==> config.mk <==
export PLATFORM = sky130hd
export DESIGN_NAME = alu_writeback_stage
export DESIGN_NICKNAME = d
export VERILOG_FILES = /design/src/rtl/alu_pkg.sv /design/src/rtl/alu_writeback_stage_sync_fifo.sv /design/src/rtl/alu_writeback_stage.sv
export SDC_FILE = /design/constraint.sdc
export NUM_CORES = 1
export LEC_CHECK = 0
export ABC_AREA = 1
export ABC_CLOCK_PERIOD_IN_PS = 3110
export BUFFER_PORTS_ARGS = -buffer_cell sky130_fd_sc_hd__buf_2
export CAP_MARGIN = 20
export CORE_AREA = 2 2 88 69
export DETAILED_ROUTE_END_ITERATION = 8
export DIE_AREA = 0 0 90 71
export PLACE_DENSITY = 0.85
export SYNTH_ARGS = -nofsm -noshare
export SYNTH_HDL_FRONTEND = slang
export SYNTH_SLANG_ARGS = --single-unit
==> constraint.sdc <==
create_clock -name clk -period 3.11 [get_ports clk]
set_clock_uncertainty 0.1 [all_clocks]
set_input_delay 0.933 -clock clk [delete_from_list [all_inputs] [get_ports clk]]
set_output_delay 0.933 -clock clk [all_outputs]
set_load 0.05 [all_outputs]
==> src/rtl/alu_pkg.sv <==
// Definitions shared by the alu, the decoder and the alu writeback stage.
package alu_pkg;

    // Bit positions inside the 4-bit {Z,N,C,V} flag vector
    localparam int unsigned FLAG_Z = 3;
    localparam int unsigned FLAG_N = 2;
    localparam int unsigned FLAG_C = 1;
    localparam int unsigned FLAG_V = 0;

    localparam int unsigned FLAG_W = 4;

    typedef enum logic [4:0] {
        ALU_OP_ADD = 5'b00000,
        ALU_OP_SUB = 5'b00001,
        ALU_OP_AND = 5'b00010,
        ALU_OP_OR  = 5'b00011,
        ALU_OP_XOR = 5'b00100,
        ALU_OP_LSL = 5'b00101,
        ALU_OP_RSL = 5'b00110,
        ALU_OP_ASR = 5'b00111,
        ALU_OP_PASS = 5'b01000
    } alu_op_e;

endpackage

==> src/rtl/alu_writeback_stage_sync_fifo.sv <==
// Small synchronous FIFO with registered storage; head entry is read directly from storage.
module sync_fifo #(
    parameter int unsigned WIDTH = 20,
    parameter int unsigned DEPTH = 2,
    localparam int unsigned AW = (DEPTH > 1) ? $clog2(DEPTH) : 1,
    localparam int unsigned CW = $clog2(DEPTH) + 1
) (
    input  logic             clk,
    input  logic             rst,
    input  logic             push,
    input  logic [WIDTH-1:0] push_data,
    input  logic             pop,
    output logic [WIDTH-1:0] head_data,
    output logic             full,
    output logic             empty,
    output logic [CW-1:0]    count
);

    logic [WIDTH-1:0] mem_q [DEPTH];
    logic [AW-1:0]    wr_ptr_q;
    logic [AW-1:0]    rd_ptr_q;
    logic [CW-1:0]    cnt_q;
    logic             pop_ok;
    logic             push_ok;

    assign empty   = (cnt_q == '0);
    assign full    = (cnt_q == CW'(DEPTH));
    assign pop_ok  = pop & ~empty;
    // A full FIFO can still take a push when the head leaves in the same cycle
    assign push_ok = push & (~full | pop_ok);

    always_ff @(posedge clk) begin
        if (rst) begin
            for (int i = 0; i < int'(DEPTH); i++) begin
                mem_q[i] <= '0;
            end
            wr_ptr_q <= '0;
            rd_ptr_q <= '0;
            cnt_q    <= '0;
        end else begin
            if (push_ok) begin
                mem_q[wr_ptr_q] <= push_data;
                wr_ptr_q        <= wr_ptr_q + AW'(1);
            end
            if (pop_ok) begin
                rd_ptr_q <= rd_ptr_q + AW'(1);
            end
            if (push_ok && !pop_ok) begin
                cnt_q <= cnt_q + CW'(1);
            end else if (!push_ok && pop_ok) begin
                cnt_q <= cnt_q - CW'(1);
            end
        end
    end

    assign head_data = mem_q[rd_ptr_q];
    assign count     = cnt_q;

endmodule

==> src/rtl/alu_writeback_stage.sv <==
// Registered stage after the alu: accumulator and flag registers plus a
// writeback FIFO toward the register file.
module alu_writeback_stage
    import alu_pkg::*;
#(
    parameter int unsigned W     = 16,
    parameter int unsigned DEPTH = 2,
    parameter int unsigned RW    = 4,
    localparam int unsigned CW   = $clog2(DEPTH) + 1
) (
    input  logic              clk,
    input  logic              rst,
    input  logic              in_valid,
    output logic              in_ready,
    input  logic [W-1:0]      in_result,
    input  logic [FLAG_W-1:0] in_flags,
    input  logic              acc_we,
    input  logic              flags_we,
    input  logic              wb_en,
    input  logic [RW-1:0]     wb_dest_in,
    input  logic              acc_clr,
    output logic [W-1:0]      acc,
    output logic [FLAG_W-1:0] flags_q,
    output logic              wb_valid,
    input  logic              wb_ready,
    output logic [W-1:0]      wb_data,
    output logic [RW-1:0]     wb_dest,
    output logic [CW-1:0]     fifo_cnt
);

    logic [W-1:0]      acc_q;
    logic [W-1:0]      acc_d;
    logic [FLAG_W-1:0] flags_d;
    logic              xfer_c;
    logic              push_c;
    logic              pop_c;
    logic              fifo_full;
    logic              fifo_empty;
    logic [RW+W-1:0]   head_entry;

    // Every transfer needs FIFO room, even without a writeback, so results stay in order
    assign pop_c    = wb_valid & wb_ready;
    assign in_ready = ~rst & (~fifo_full | pop_c);
    assign xfer_c   = in_valid & in_ready;
    assign push_c   = xfer_c & wb_en;

    // Clear wins over a same-cycle accumulator load
    always_comb begin
        acc_d   = acc_q;
        flags_d = flags_q;
        if (acc_clr) begin
            acc_d = '0;
        end else if (xfer_c && acc_we) begin
            acc_d = in_result;
        end
        if (xfer_c && flags_we) begin
            flags_d = in_flags;
        end
    end

    always_ff @(posedge clk) begin
        if (rst) begin
            acc_q   <= '0;
            flags_q <= '0;
        end else begin
            acc_q   <= acc_d;
            flags_q <= flags_d;
        end
    end

    sync_fifo #(
        .WIDTH (RW + W),
        .DEPTH (DEPTH)
    ) u_wb_fifo (
        .clk       (clk),
        .rst       (rst),
        .push      (push_c),
        .push_data ({wb_dest_in, in_result}),
        .pop       (pop_c),
        .head_data (head_entry),
        .full      (fifo_full),
        .empty     (fifo_empty),
        .count     (fifo_cnt)
    );

    assign acc      = acc_q;
    assign wb_valid = ~fifo_empty;
    assign wb_dest  = head_entry[RW+W-1:W];
    assign wb_data  = head_entry[W-1:0];

endmodule

=== Word-level counts from Yosys, hierarchy flattened ===
Memories as Yosys holds them, arrays and structs flattened. A register that Yosys moved wholly into a read port is not among the register bits.
Cells that the tools add are included.

* Bits in registers: 24
* Output and inout bits: 44
* Memories: 1
* Memory bits (writable): 40
* Input bits: 32

{| class="wikitable"
|+ Memories
! memory !! words !! width !! read ports !! clocked after memory_dff !! write ports !! RTL line !! source
|-
| u_wb_fifo.mem_q || 2 || 20 || 1 || 1 || 2 || alu_writeback_stage_sync_fifo.sv:19 || <nowiki>logic [WIDTH-1:0] mem_q [DEPTH];</nowiki>
|}

* Mux-type cells: 12
* Bitwise logic cells: 11
* Reductions and logical operators: 10
* Add/subtract/negate cells: 4
* Equality and inequality tests: 1

{| class="wikitable"
|+ Operators with widths
! cell !! count
|-
| two-way mux 20 bit || 1
|-
| OR reduction 20 bit || 1
|-
| two-way mux 1 bit || 9
|-
| bitwise AND 1 bit || 6
|-
| logical AND 1 bit || 4
|-
| two-way mux 2 bit || 2
|-
| NOT 1 bit || 3
|-
| adder 1 bit (second input constant) || 2
|-
| adder 2 x 1 -> 2 bit (second input constant) || 1
|-
| equality test 2 bit (second input constant) || 1
|-
| zero test 1 bit || 2
|-
| zero test 2 bit || 1
|-
| OR 1 bit || 2
|-
| nonzero test 2 bit || 1
|-
| OR reduction 2 bit || 1
|-
| subtractor 2 x 1 -> 2 bit (second input constant) || 1
|}

=== Logic depth before layout (Yosys ltp) ===
* Depth after elaboration: 13
* Mapped depth: 9
* Gate-level depth less buffers: 9

=== Cells and area by module ===
From an unflattened synthesis, not the netlist that was laid out.

* Cell total of the unflattened synthesis: 301
* Area total of the unflattened synthesis: 2914.0 um^2

{| class="wikitable"
|+ By module, submodules not included
! module !! seq. area each (um^2) !! area each (um^2) !! cells each !! times used
|-
| sync_fifo || 1301.2 || 2020.7 || 167 || 1
|-
| alu_writeback_stage || 400.4 || 893.4 || 134 || 1
|}

=== Worst setup path before layout ===
No wires, ideal clock.

* Kind: input -> register
* From: in wb_ready
* To: mem u_wb_fifo.mem_q[1][0], enable pin
* Data arrival time: 2.220 ns
* Buffers on the path: 0
* Data required time: 2.607 ns
* Stages on the path: 4
* Slack: 0.387 ns
* Cells stage by stage: inv_1 nand3_2 nand4_2 o21bai_1

{| class="wikitable"
|+ RTL lines
! what !! RTL line !! source
|-
| from (decl) || alu_writeback_stage.sv:25 || <nowiki>input logic wb_ready,</nowiki>
|-
| to (decl) || alu_writeback_stage_sync_fifo.sv:19 ||
|}

=== Final worst setup path ===
* From: in wb_ready
* To: out in_ready

* Longest elaborated chain between the ends: 3

{| class="wikitable"
|+ RTL lines
! what !! RTL line !! source
|-
| bitwise AND 1 bit || alu_writeback_stage.sv:42 || <nowiki>assign pop_c = wb_valid & wb_ready;</nowiki>
|-
| OR 1 bit || alu_writeback_stage.sv:43 || <nowiki>assign in_ready = ~rst & (~fifo_full | pop_c);</nowiki>
|-
| bitwise AND 1 bit || alu_writeback_stage.sv:43 ||
|-
| to (decl) || alu_writeback_stage.sv:14 || <nowiki>output logic in_ready,</nowiki>
|}

Every way passes these cells.

==> metrics <==
status finished, final reports clean; Avg WL per Cell approximately 12 µm; via count about 2000; hold slack 395 ps; routability cong. roughly 0.80; reg-to-reg slack, setup around 1400 ps; Min-Delay Path Depth 2; Synth Area in Adders less than 1%; slew margin rel. roughly half; Final nets 405; FF-to-FF Start u_wb_fifo.count[0]$_SDFFE_PP0P_; simple-gate share of the synthesized area 19.6%; Initial Utilization approximately 50%; Hold Path Origin u_wb_fifo.rd_ptr_q$_SDFFE_PP0N_; CP max stage delay 200 ps; Clock transition at path regs 60 ps; critical path depth 6; synth unique cells 16; initial DRC count around 130; GRT Overall Usage 18.0%; Overflow after GRT 0; Routed WL 5.54 mm; layout cells sized above 1 approximately 32%; Detailed Place HPWL 3.88 mm; first-pass GRT wire length roughly 9 mm; DRC viols 0; Max Fanout on Critical Path 4; Syn Inst Count 290; area grow syn2layout 22.6%; diode count 0; area of the multi-input gates just over 800 µm²; Least-Margin Pin Slew 723 ps; Crit path required time ~2100 ps; clock sinks 65; Buf/Inv on CP 4; worst hold path type reg -> reg; Max Clk Rate 387 MHz; largest family of logic cells by synthesized area simple AND/OR/NAND/NOR gates; Fill cells between 400 and 500; Synth Area in Compound Gates 1.72%; final hold vios 0; Arrival @ worst endpoint roughly 1600 ps; cts hold-fix bufs 0; antenna viol nets, final 0; post-layout minimum cycle time 2580 ps; period utilization between 80 and 90%; delay-heaviest family, CP buffers and inverters; Crit-path slowest cell buf_2; port bufs 75; Chip Width 90 µm; clk_lat worst skew ~330 ps; largest net degree at the start of global routing 33; CTS Buf Count 9; Lkg Pwr around 1.7 nW; Slew Limit Fails 0; CP Launch Point wb_ready; R2R depth 5; die height slightly above 70 µm; RSZ-0062 raised after global routing false; CTS tree done; drt via density around 4.4; CP endpoint kind primary output; Synth Warn # 0; final setup fails 0; Core Area roughly 5600 µm²; drt pass-1 iters 4; syn_area_per_cell 9.55 µm²; post-synthesis mux area share about 8%; post-CTS setup buffer count 0; register cell area after layout approximately 1700 µm²; CP Class in -> out; sequential fraction of the synthesis area between 60% and 70%; row count 24; Worst VDD drop about 0.00026 V; CTS resizes 0; Post-Synth XOR/XNOR Area 0%; Max Cap Viol 0; Synth Register Bits 65; clock root buffer clkbuf_8; cell area after synthesis between 2000 and 3000 µm²; Synth Net Count ~320; worst-path cell chain buf_2 -> inv_1 -> nand3_2 -> nand2_1 -> inv_1 -> buf_2; H-tree levels 3; Startpoint Class primary input; total negative setup slack 0 ps; initial antenna violation count 0; die area roughly 6400 µm²; vias in the first global route 1967; Top Ports 76; clock tree buffer depth 2; PwrDens ~590 nW/µm²
==> metal layers <==
layer	track usage (%)	routed length [µm]	up-vias
met3	5.32	281	7
met2	29.7	2600	50
met4	7.69	76	0
met1	22.3	2580	888
li1	-	-	1059
met5	0	0	-
==> worst register-to-register path: stages, from the launching register on <==
cell,delay (ps)
dfxtp_1,350
inv_2,70
nand3_2,110
nand4_2,560
nor2_1,320
nor2_1,70
==> flip-flops by register name (all words and copies together), names as in the netlist, named ones only <==
name and flops:
u_wb_fifo.rd_ptr_q 1, flags_q 4, u_wb_fifo.wr_ptr_q 1, acc 16, u_wb_fifo.mem_q 40, u_wb_fifo.count 2
==> per-stage QoR <==
step | cell area, µm² | std cells | setup WS [ps] | power, mW | utilization, %
global route | 3400 | 455 | 477 | 2.07 | 60.8
detailed placement | 3240 | 439 | 519 | 1.44 | 58.0
global placement | 3240 | 439 | 558 | 1.43 | 58.0
CTS | 3400 | 455 | 521 | 2.01 | 60.8
floorplan | 2770 | 290 | 387 | 1.33 | -
finish | 3400 | 455 | 528 | 1.99 | 60.8
==> worst paths after layout <==
path / endpoint
max reg2reg: acc[4]$_SDFFE_PP0P_
min: u_wb_fifo.rd_ptr_q$_SDFFE_PP0N_
max: in_ready
min reg2reg: u_wb_fifo.rd_ptr_q$_SDFFE_PP0N_
==> final cells by class <==
| type | count | area share (%) |
|---|---|---|
| clock inverter | 5 | 0.700 |
| tap | 78 | 2.87 |
| timing repair buffer | 82 | 12.6 |
| multi-input combinational | 165 | 24.5 |
| clock buffer | 11 | 3.87 |
| sequential | 65 | 50.1 |
| inverter | 49 | 5.41 |
==> synth_stat cells <==
cell | number | area (µm²)
nor2_1 | 82 | 308
nand2_1 | 48 | 180
inv_1 | 47 | 176
edfxtp_1 | 40 | 1200
dfxtp_1 | 25 | 500
mux2_2 | 20 | 225
buf_2 | 10 | 50.1
a21oi_1 | 5 | 25.0
nand4_2 | 3 | 37.5
o21ai_0 | 3 | 15.0
inv_2 | 2 | 7.51
buf_4 | 1 | 7.51
ha_1 | 1 | 12.5
nand3_2 | 1 | 10.0
o21bai_1 | 1 | 7.51
or2_2 | 1 | 6.26
==> cells in the final DEF, fill, tap and decap left out, drive strengths merged, types with 3 or more instances in the layout <==
cell    netlist  routed
o21ai         3       3
inv          49      49
clkinv        0       4
nand2        48      48
clkbuf        0      11
buf          11      82
a21oi         5       5
nor2         82      82
edfxtp       40      40
nand4         3       3
mux2         20      20
dfxtp        25      25
==> power by group <==
part | switching [mW] | internal [mW]
Clock | 0.294 | 0.280
Combinational | 0.317 | 0.120
Sequential | 0.0157 | 0.961
Total | 0.627 | 1.36
==> cells by family (layout without fill, tap and decap cells) <==
family	Yosys count	in the layout
buf+inv	60	147
fa+ha+maj	1	1
flops	65	65
simple gates	135	135
mux	20	20
compound gates	9	9
(Power assumes the default switching activity.)
